==> src/rtl/iter_seq_ctrl.sv <==
// iter_seq_ctrl
//   Sequencing controller for multi-cycle iterative datapaths (shift-add
//   multiplier, restoring divider, CORDIC). It owns the iteration counter
//   and runs IDLE -> LOAD -> ITER (N cycles) -> DONE. Enables decode from
//   the state register only (Moore).
//
// Parameters:
//   CNT_W     width of iters_in / iter_idx; maximum count is 2**CNT_W
//   HOLD_DONE 1: DONE is held while start stays high; 0: DONE lasts one cycle
//
// Ports:
//   clk       rising-edge clock
//   reset     asynchronous active-high reset
//   start     run request, sampled only in IDLE
//   iters_in  iteration count, latched at start (0 means 2**CNT_W)
//   abort     cancel request (used only when ITER_SEQ_CTRL_ABORT_EN is defined)
//   sel       operand mux select (0 initial operands, 1 feedback)
//   load_en   working-register load enable (LOAD)
//   iter_en   working-register iterate enable (ITER)
//   out_en    result-register enable (DONE)
//   busy      high in LOAD and ITER
//   done      high in DONE
//   aborted   one-cycle pulse in the first IDLE cycle after an abort
//   iter_idx  current iteration index
//
// Build option:
//   ITER_SEQ_CTRL_ABORT_EN  when defined, abort in LOAD/ITER returns to IDLE
//                           and skips DONE; otherwise abort is ignored and
//                           aborted is tied low.

module iter_seq_ctrl #(
  parameter int CNT_W     = 6,
  parameter bit HOLD_DONE = 1'b1
) (
  input  logic             clk,
  input  logic             reset,
  input  logic             start,
  input  logic [CNT_W-1:0] iters_in,
  input  logic             abort,
  output logic             sel,
  output logic             load_en,
  output logic             iter_en,
  output logic             out_en,
  output logic             busy,
  output logic             done,
  output logic             aborted,
  output logic [CNT_W-1:0] iter_idx
);

  typedef enum logic [1:0] {
    S_IDLE = 2'd0,
    S_LOAD = 2'd1,
    S_ITER = 2'd2,
    S_DONE = 2'd3
  } state_t;

  state_t           state;
  state_t           state_nxt;
  logic [CNT_W:0]   n_lat;      // one extra bit so that 2**CNT_W is representable
  logic [CNT_W-1:0] idx_q;
  logic             last_iter;
  logic             abort_hit;

  // N-1 always fits in CNT_W bits, so compare on the widened index
  assign last_iter = ({1'b0, idx_q} == (n_lat - (CNT_W+1)'(1)));

`ifdef ITER_SEQ_CTRL_ABORT_EN
  logic aborted_q;

  assign abort_hit = abort && ((state == S_LOAD) || (state == S_ITER));
  assign aborted   = aborted_q;

  always_ff @(posedge clk or posedge reset) begin
    if (reset) begin
      aborted_q <= 1'b0;
    end else begin
      aborted_q <= abort_hit;
    end
  end
`else
  logic unused_abort;

  assign unused_abort = abort;
  assign abort_hit    = 1'b0;
  assign aborted      = 1'b0;
`endif

  // Next-state logic; abort overrides every other transition, including
  // the move from the final ITER cycle to DONE.
  always_comb begin
    state_nxt = state;
    case (state)
      S_IDLE:  if (start) state_nxt = S_LOAD;
      S_LOAD:  state_nxt = S_ITER;
      S_ITER:  if (last_iter) state_nxt = S_DONE;
      S_DONE:  if (!HOLD_DONE || !start) state_nxt = S_IDLE;
      default: state_nxt = S_IDLE;
    endcase
    if (abort_hit) state_nxt = S_IDLE;
  end

  // Moore output decode
  always_comb begin
    sel     = 1'b0;
    load_en = 1'b0;
    iter_en = 1'b0;
    out_en  = 1'b0;
    busy    = 1'b0;
    done    = 1'b0;
    case (state)
      S_LOAD: begin
        load_en = 1'b1;
        busy    = 1'b1;
      end
      S_ITER: begin
        iter_en = 1'b1;
        sel     = 1'b1;
        busy    = 1'b1;
      end
      S_DONE: begin
        out_en = 1'b1;
        done   = 1'b1;
      end
      default: ;
    endcase
  end

  always_ff @(posedge clk or posedge reset) begin
    if (reset) begin
      state <= S_IDLE;
      n_lat <= '0;
      idx_q <= '0;
    end else begin
      state <= state_nxt;

      if ((state == S_IDLE) && start) begin
        n_lat <= (iters_in == '0) ? {1'b1, {CNT_W{1'b0}}} : {1'b0, iters_in};
      end

      // Index is driven from the next state so it reads 0..N-1 during ITER,
      // holds N-1 through DONE and is zero in IDLE/LOAD.
      case (state_nxt)
        S_ITER:  idx_q <= (state == S_ITER) ? idx_q + 1'b1 : '0;
        S_DONE:  idx_q <= idx_q;
        default: idx_q <= '0;
      endcase
    end
  end

  assign iter_idx = idx_q;

endmodule

==> config.mk <==
export PLATFORM = sky130hd
export DESIGN_NAME = iter_seq_ctrl
export DESIGN_NICKNAME = d
export VERILOG_FILES = /design/src/rtl/iter_seq_ctrl.sv
export SDC_FILE = /design/constraint.sdc
export NUM_CORES = 1
export LEC_CHECK = 0
export CAP_MARGIN = 5
export CORE_ASPECT_RATIO = 1.25
export CORE_MARGIN = 8
export CORE_UTILIZATION = 52
export CTS_BUF_LIST = sky130_fd_sc_hd__clkbuf_8
export CTS_CLUSTER_DIAMETER = 60
export DETAILED_ROUTE_END_ITERATION = 6
export PLACE_DENSITY_LB_ADDON = 0.15
export SETUP_SLACK_MARGIN = 0.1
export SYNTH_ARGS = -nofsm -noshare
export SYNTH_HDL_FRONTEND = slang
export SYNTH_SLANG_ARGS = --single-unit
==> constraint.sdc <==
create_clock -name clk -period 2.3 [get_ports clk]
set_input_delay 0.23 -clock clk [delete_from_list [all_inputs] [get_ports clk]]
set_output_delay 0.23 -clock clk [all_outputs]
set_load 0.05 [all_outputs]
# Word-level counts from Yosys, hierarchy flattened
# Cells that the tools add are included.
# W data, S select, Z words.
dict set report word_totals {
  elab_cells 26
  register_bits 15
  output_inout_bits 13
  input_bits 10
}
dict set report classes {
  n_eq_ne 6
  n_reduce_logical 4
  add_sub_neg 2
  muxes 11
}
# operator n
set ops {}
lappend ops {{$pmux W6 S2} 1}
lappend ops {{$eq A2 B2 Y1 const B} 4}
lappend ops {{$pmux W2 S4} 1}
lappend ops {{$eq A6 B7 Y1} 1}
lappend ops {{$mux W7} 1}
lappend ops {{$sub A7 B1 Y7 const B} 1}
lappend ops {{$add A6 B1 Y6 const B} 1}
lappend ops {{$logic_not A6 Y1} 1}
lappend ops {{$mux W2} 3}
lappend ops {{$mux W6} 1}
lappend ops {{$mux W1} 4}
lappend ops {{$eq A2 B1 Y1 const B} 1}
lappend ops {{$logic_not A2 Y1} 1}
lappend ops {{$reduce_or A2 Y1} 1}
lappend ops {{$logic_and A1 B1 Y1} 1}

# Longest topological paths before layout
dict set report logic_depth {
  ltp_word 6
  depth_mapped 7
  mapped_depth_nobuf 7
}

# Worst setup path after synthesis
# No wires, ideal clock.
dict set report synth_timing {
  path_type {register to register}
  from {register state[0]}
  to {register idx_q[2], in the netlist iter_idx[2]}
  period_less_slack_ps 2483
  setup_time_ps 134
  stages_incl_launch_ff 8
  slack_ps -183
  n_path_buf 0
  arrival_time_ps 2348
  cell_sequence {dfrtp_1 -> inv_1 -> ha_1 -> inv_1 -> a2111oi_2 -> a31oi_1 -> o31ai_2 -> o22ai_1}
}
dict set report synth_via {
  elab_chain_len 4
  elab_cells_between_ends 12
  classes_between {5 x eq/ne; 6 x mux; 1 x reduce/logical}
}
# element line_no
set synth_lines {}
lappend synth_lines {{from (decl)} 57} ;# state_t state;
lappend synth_lines {{from (signal assigned)} 134} ;# state <= state_nxt;
lappend synth_lines {{$eq A2 B2 Y1 (tied with other cells)} 92} ;# case (state)
lappend synth_lines {{$pmux W2 S4} 92}
lappend synth_lines {{$eq A2 B2 Y1} 142} ;# case (state_nxt)
lappend synth_lines {{$pmux W6 S2} 142}
lappend synth_lines {{to (signal assigned)} 143} ;# S_ITER: idx_q <= (state == S_ITER) ? idx_q + 1'b1 : '0;
lappend synth_lines {{to (signal assigned)} 144} ;# S_DONE: idx_q <= idx_q;
lappend synth_lines {{to (decl)} 60} ;# logic [CNT_W-1:0] idx_q;
# Several ways; a longest one is shown, not always the timed one.
# A chain may end at the register's enable or synchronous reset.

# Worst setup path after layout
# Same ends and word-level chain as after synthesis.

==> flow_summary.yaml <==
drt:
  viasPerCell: 6.29
  drt_iter0_drc: 35
  first_pass_iters: 4
  via_count: 1013
  drc: 0
  antenna_left: 0
  avgRoutedWirePerCell_um: 18.7
  wirelength_mm: 3.01
power:
  ir_drop_uv: 762
  swShare_pct: 48.1
  combPwrFrac_pct: 66.0
  p_int_uw: 955
  p_switching_uw: 885
  leakagePower_nw: 0.570
  power_frac_seq_pct: 22.4
  power_frac_clock_pct: 11.6
  p_per_area_mw_per_mm2: 1250
logic_synthesis:
  synth_compound_area_share_pct: 20.7
  ys_warn_count: 0
  synth_enable_flop_cells: 0
  synth_top_family_by_area: "compound AO/OA/AOI/OAI gates"
  synth_cell_types: 43
  synth_flop_cell: "dfrtp_1"
  yosys.area.top_type: "dfrtp_1"
  ys_top_cells_by_area: "dfrtp_1 35%, ha_1 8.2%, mux2_2 6.3%, nand2_1 4.2%, xnor2_1 3.3%"
  synth.top_cell.area_share_pct: 35.0
  ys_seq_elements: 15
  synth.mux.area_fraction_pct: 7.23
  synth.most_common_cell: "dfrtp_1"
  ys_seq_area_share_pct: 35.0
  synthAdderAreaFrac_pct: 8.17
  synth_xor_xnor_area_share_pct: 5.60
  synth.net_count: 127
  synth_common_cells: "15 x dfrtp_1, 12 x nand2_1, 8 x inv_1"
  syn_area_mm2: 0.00107
  async_flop_share_pct: 100
  syn_inst: 110
  synth_area_per_cell_um2: 9.75
  synth-simple-area-share_pct: 18.1
grt:
  track_usage_pct: 15.8
  grt_max_degree: 16
  antenna_found_initial: 0
  overflow: 0
  grt_pass1_wl_mm: 4.82
  grt_pass1_vias: 1113
cts:
  root_buffer: "clkbuf_8"
  clkTransAtPathRegs_ns: 0.06
  holdBufCountCts: 0
  cts_tree: "built"
  cts_inserted_buffers: 3
  cts_sinks: 15
  max-clock-path-buffers: 2
  htreeDepth: 1
  clkLatencyLatePin_ns: 0.25
layout:
  antenna_cells: 0
  nNetsFinal: 159
  post-route-cell-area_mm2: 0.00147
  area_growth_pct: 37.0
  drive_above_1_share_pct: 26.2
die:
  die_h_um: 66.8
  die-area_mm2: 0.00378
  io_pins: 23
  rows: 18
  die_x_um: 56.6
  core_area_mm2: 0.00196
  start_util_pct: 54.7
worst_setup_path:
  rrSetupSlack_ns: 0.14
  crit_arrival_ns: 2.32
  crit_path_max_fanout: 10
  cp_slowest_stage_delay_ns: 0.41
  start_kind: "flip-flop"
  crit_path_end_kind: "flip-flop"
  critPathKind: "reg -> reg"
  r2r_cells: 8
  cp_slowest_cell: "a2111oi_4"
  r2r-start: "state[0]"
  regToRegEndpoint: "iter_idx[2]"
  cp_cell_sequence: "inv_2 > ha_4 > inv_1 > a2111oi_4 > a31oi_2 > buf_4 > o32a_1 > o22ai_1"
  cp.required_ns: 2.46
flow_run:
  drv_cap: 0
placed_design:
  dp_slack_ns: 0.0212
  dp_hpwl_mm: 2.04
  io_buffer_count: 20
  place_area_mm2: 0.00133
  gp_congestion: 0.889
sta:
  tns_ns: 0
  finalCriticalPeriod_ns: 2.16
  setup_slack_ns: 0.143
  finalHoldViolCount: 0
  rsz0062_at_grt: "no"
  max_slew.worst_pin.slew_ns: 0.575
  timing.final.crit_share_pct: 93.8
  maxSlewViolCount: 0
  whs_ns: 0.331
  setup_violations: 0
  slew_headroom_pct: 61.6
  finClkSkew_ns: 0.00325
  fmax_mhz: 464
status:
  outcome: "complete, no violations"
worst_hold_path:
  hold_class: "in -> async"
-- worst max-delay path, delay by kind of cell, from the launching register on --
kind	cells	cell delay (ns)
AO/OA/AOI/OAI	4	1.08
buffers and inverters	3	0.39
flip-flops	1	0.38
adder cells (fa/ha/maj)	1	0.21
-- final cells by class --
| class | instances | area, um2 |
|---|---|---|
| fill | 149 | 490 |
| clock buffer | 3 | 41.3 |
| clock inverter | 1 | 5.00 |
| timing repair buffer | 30 | 275 |
| multi-input combinational | 84 | 717 |
| inverter | 8 | 30.0 |
| tap | 20 | 25.0 |
| sequential | 15 | 375 |
-- stage by stage --
step	power (mW)	instances	util, %
CTS	1.70	158	71.1
detailed placement	1.45	153	68.0
global placement	1.42	153	68.0
finish	1.84	161	75.0
floorplan	1.18	110	-
global route	1.96	161	75.0
-- registers in the layout, summed over array words and instances, names as in the netlist --
signal / cells
state: 2
iter_idx: 6
n_lat: 7
-- timing repair --
action	CTS	global route
endpoints found under the setup margin	5	6
pin swaps	1	1
setup buffers	1	3
resized for setup	2	10
-- placed cells by master, fill, tap and decap left out, types with 2 or more instances in the layout --
master / count
nand3_1: 2
ha_1: 4
dfrtp_1: 15
nand4_1: 2
clkbuf_8: 3
a311o_1: 2
ha_2: 2
buf_4: 10
a32oi_1: 3
mux2_2: 6
a21oi_1: 3
o22ai_1: 5
nand2b_1: 2
nor3_1: 3
inv_1: 7
xnor2_1: 4
nor2_1: 5
nand2_1: 12
clkdlybuf4s50_1: 20
-- metal layers --
layer  track usage, %  part of all wire (%)  vias up
met4             9.34                   3.9        0
met1             16.1                    38      491
li1                 -                     -      475
met3             4.94                   6.1       13
met5                0                     0        -
met2             27.6                    52       34
-- power by group through the flow --
stage                     Combinational (mW)  Clock [mW]  Sequential (mW)
after detailed placement                1.04           0            0.410
after CTS                               1.08       0.216            0.403
after floorplan                        0.747           0            0.429
after global routing                    1.31       0.228            0.418
after global placement                  1.01           0            0.406
final                                   1.21       0.214            0.413
-- kinds of logic (layout without fill, tap and decap cells) --
family | after synthesis | in the layout
other cells | 1 | 1
compound gates | 28 | 28
fa+ha+maj | 7 | 7
flops | 15 | 15
simple gates | 35 | 35
buf+inv | 11 | 42
mux | 7 | 7
xor+xnor | 6 | 6
-- how the worst max path moves through the flow --
stage	startpoint	end	slack, ns	cells after the start
5_1_grt	state[0]	iter_idx[2]	0.06	8
6_report	state[0]	iter_idx[2]	0.14	8
3_5_place_dp	state[1]	iter_idx[2]	0.02	7
4_1_cts	state[1]	iter_idx[2]	0.11	7
3_3_place_gp	n_lat[1]	iter_idx[2]	0.12	7
2_1_floorplan	state[0]	iter_idx[2]	0.11	6
(Power assumes the default switching activity.)
==> RTL edit, RTL diff (same settings) <==
Register the inputs `start` and `iters_in` before use, with the module's reset. The logic sees them one clock later. The other inputs are not delayed to match. Comments in the files are not updated.
--- a/src/rtl/iter_seq_ctrl.sv
+++ b/src/rtl/iter_seq_ctrl.sv
@@ -54,6 +54,19 @@
     S_DONE = 2'd3
   } state_t;
 
+  logic start_q;
+  logic [CNT_W-1:0] iters_q;
+
+  always_ff @(posedge clk or posedge reset) begin
+    if (reset) begin
+      start_q <= '0;
+      iters_q <= '0;
+    end else begin
+      start_q <= start;
+      iters_q <= iters_in;
+    end
+  end
+
   state_t           state;
   state_t           state_nxt;
   logic [CNT_W:0]   n_lat;      // one extra bit so that 2**CNT_W is representable
@@ -90,10 +103,10 @@
   always_comb begin
     state_nxt = state;
     case (state)
-      S_IDLE:  if (start) state_nxt = S_LOAD;
+      S_IDLE:  if (start_q) state_nxt = S_LOAD;
       S_LOAD:  state_nxt = S_ITER;
       S_ITER:  if (last_iter) state_nxt = S_DONE;
-      S_DONE:  if (!HOLD_DONE || !start) state_nxt = S_IDLE;
+      S_DONE:  if (!HOLD_DONE || !start_q) state_nxt = S_IDLE;
       default: state_nxt = S_IDLE;
     endcase
     if (abort_hit) state_nxt = S_IDLE;
@@ -133,8 +146,8 @@
     end else begin
       state <= state_nxt;
 
-      if ((state == S_IDLE) && start) begin
-        n_lat <= (iters_in == '0) ? {1'b1, {CNT_W{1'b0}}} : {1'b0, iters_in};
+      if ((state == S_IDLE) && start_q) begin
+        n_lat <= (iters_q == '0) ? {1'b1, {CNT_W{1'b0}}} : {1'b0, iters_q};
       end
 
       // Index is driven from the next state so it reads 0..N-1 during ITER,
Behaviour: not the same (Yosys sat finds a counterexample within 4 cycles, from zero or initial values and one cycle with reset high).
==> RTL edit against the original RTL <==
Synthesized area is 11% higher. Cell count is 2.5% higher. Count of clock-buffer cells in the layout stayed put. Power is 10% higher. Sequential cell count is 7 higher. Non-clock buffer count is 4 lower. Cell area is 6.8% higher. Register-to-register slack better by 30 ps. Sequential power is 41% higher. Via count is 8.9% lower. Largest power group unchanged. Wire length is 12% lower. Largest cell class unchanged. Global-route usage is 2.5 points lower. Setup slack better by 19 ps. Utilization is 3.2 points lower.
==> RTL edit: results (changes against the original RTL) <==
status=completed; unique cell type count in the Yosys netlist=37 (-14%); GRT Resource Usage Total=13.22% (-2.5 points); M1 GR Usage=13.72% (-2.4 points); Worst-Margin Slew=557.9 ps (-16.75 ps); top cells by area, synth=dfrtp_1 46%, ha_1 7.4%, mux2_2 5.7%; Placer Congestion=0.9017 (+1.4%); DR WL met3=133 um (-28%); pin count of the biggest net entering global routing=15 (-1); iteration-0 DRC count of the detailed router=25 (-29%); Hold WC Path Type=in -> async; Mapped Cells=108 (-1.8%); initial antenna violation count=0 (unchanged); Met2 Wirelength=1415 um (-9.9%); M1 WL=1059 um (-6.8%); share of layout cells above drive strength 1=22.39% (-3.9 points); Max H-tree Level=1 (unchanged); Biggest register=n_lat; Ys Warns=0 (unchanged); final net count=152 (-4.4%); worst vdd ir=1.152 mV (+51%); Critical-path top delay cell=clkdlybuf4s50_1; vias in the first global route=972 (-13%); Pre-Repair DR Iteration Count=4 (unchanged); clk_skew=6.523 ps (+3.269 ps); dpl cells=161 (+5.2%); DP Wirelength=1936 um (-5.3%); clock-pin slew on the worst setup and hold paths=80 ps (+20 ps); leakage=0.6619 nW (+16%); critical path arrival=1910 ps (-410 ps); Post-synth top cells=22 x dfrtp_1, 10 x nand2_1, 8 x inv_1; Post-synth top flop=dfrtp_1; drt total wl=2636 um (-12%); Root Buffer=clkbuf_8; first-pass GRT wire length=4333 um (-10%); Seq/Total Area, Yosys=46.46% (+11 points); grt met2 use=24.60% (-3.0 points); maximum clock path buffer count=2 (unchanged); wire per inst=15.98 um (-14%); asr flop ratio synth=100.0% (unchanged); Placed Area=1458 um2 (+9.4%); n_diodes=0 (unchanged); worst slack at placement=20.50 ps (-0.7252 ps); Max FO, Critical Path=4 (-6); CP max stage delay=800 ps (+390 ps); vias per inst=5.594 (-11%); Mapped Nets=125 (-1.6%); met3 usage=2.783% (-2.2 points)
-- RTL edit: what timing repair did --
action / CTS / global route
gates cloned: 0 / 0
hold buffers: 0 / 0
resized for setup: 2 / 12
setup endpoints to repair: 4 / 7
pin swaps: 1 / 8
buffers inserted: 0 / 0
-- RTL edit: final cells by class --
class | count | area [um2]
fill | 172 | 618.1
clock buffer | 3 | 41.29
inverter | 9 | 33.78
tap | 31 | 38.79
clock inverter | 1 | 3.754
sequential | 22 | 553.0
multi-input combinational | 73 | 648.1
timing repair buffer | 26 | 250.2
-- RTL edit: final timing paths --
path                                     to         from  slack, ps  depth (start not counted)
worst max-delay path                   busy     state[1]        160                          3
worst min-delay path            iter_idx[0]        reset        330                          2
worst max register to register  iter_idx[4]     n_lat[0]        170                          8
worst min register to register     n_lat[6]   iters_q[0]        450                          1
max in group asynchronous        iters_q[5]        reset       1430                          3
min in group clk                 iters_q[0]  iters_in[0]        400                          1
-- RTL edit: kinds of logic (layout without fill, tap and decap cells) --
group | after synthesis | in the layout | share of synthesized area, %
AO/OA/AOI/OAI | 19 | 19 | 13.52
XOR/XNOR | 6 | 6 | 4.435
adder cells (fa/ha/maj) | 7 | 7 | 7.391
buffers and inverters | 13 | 39 | 5.702
flip-flops | 22 | 22 | 46.46
multiplexers | 9 | 9 | 8.236
other | 1 | 1 | 0.3165
AND/OR/NAND/NOR | 31 | 31 | 13.94
-- RTL edit: report_power, final --
part           total [mW]  leakage [nW]  switching (mW)  internal, mW
registers           0.584         0.271           0.114         0.471
logic                1.20         0.364           0.704         0.501
clock network       0.237        0.0269           0.118         0.119
total                2.03         0.662           0.936          1.09
-- RTL edit: worst max-delay path: cells and delay by family (launching register included) --
family | cells | cell delay (ps)
buffers and inverters | 2 | 910
DFF | 1 | 450
adders and majority gates | 1 | 290
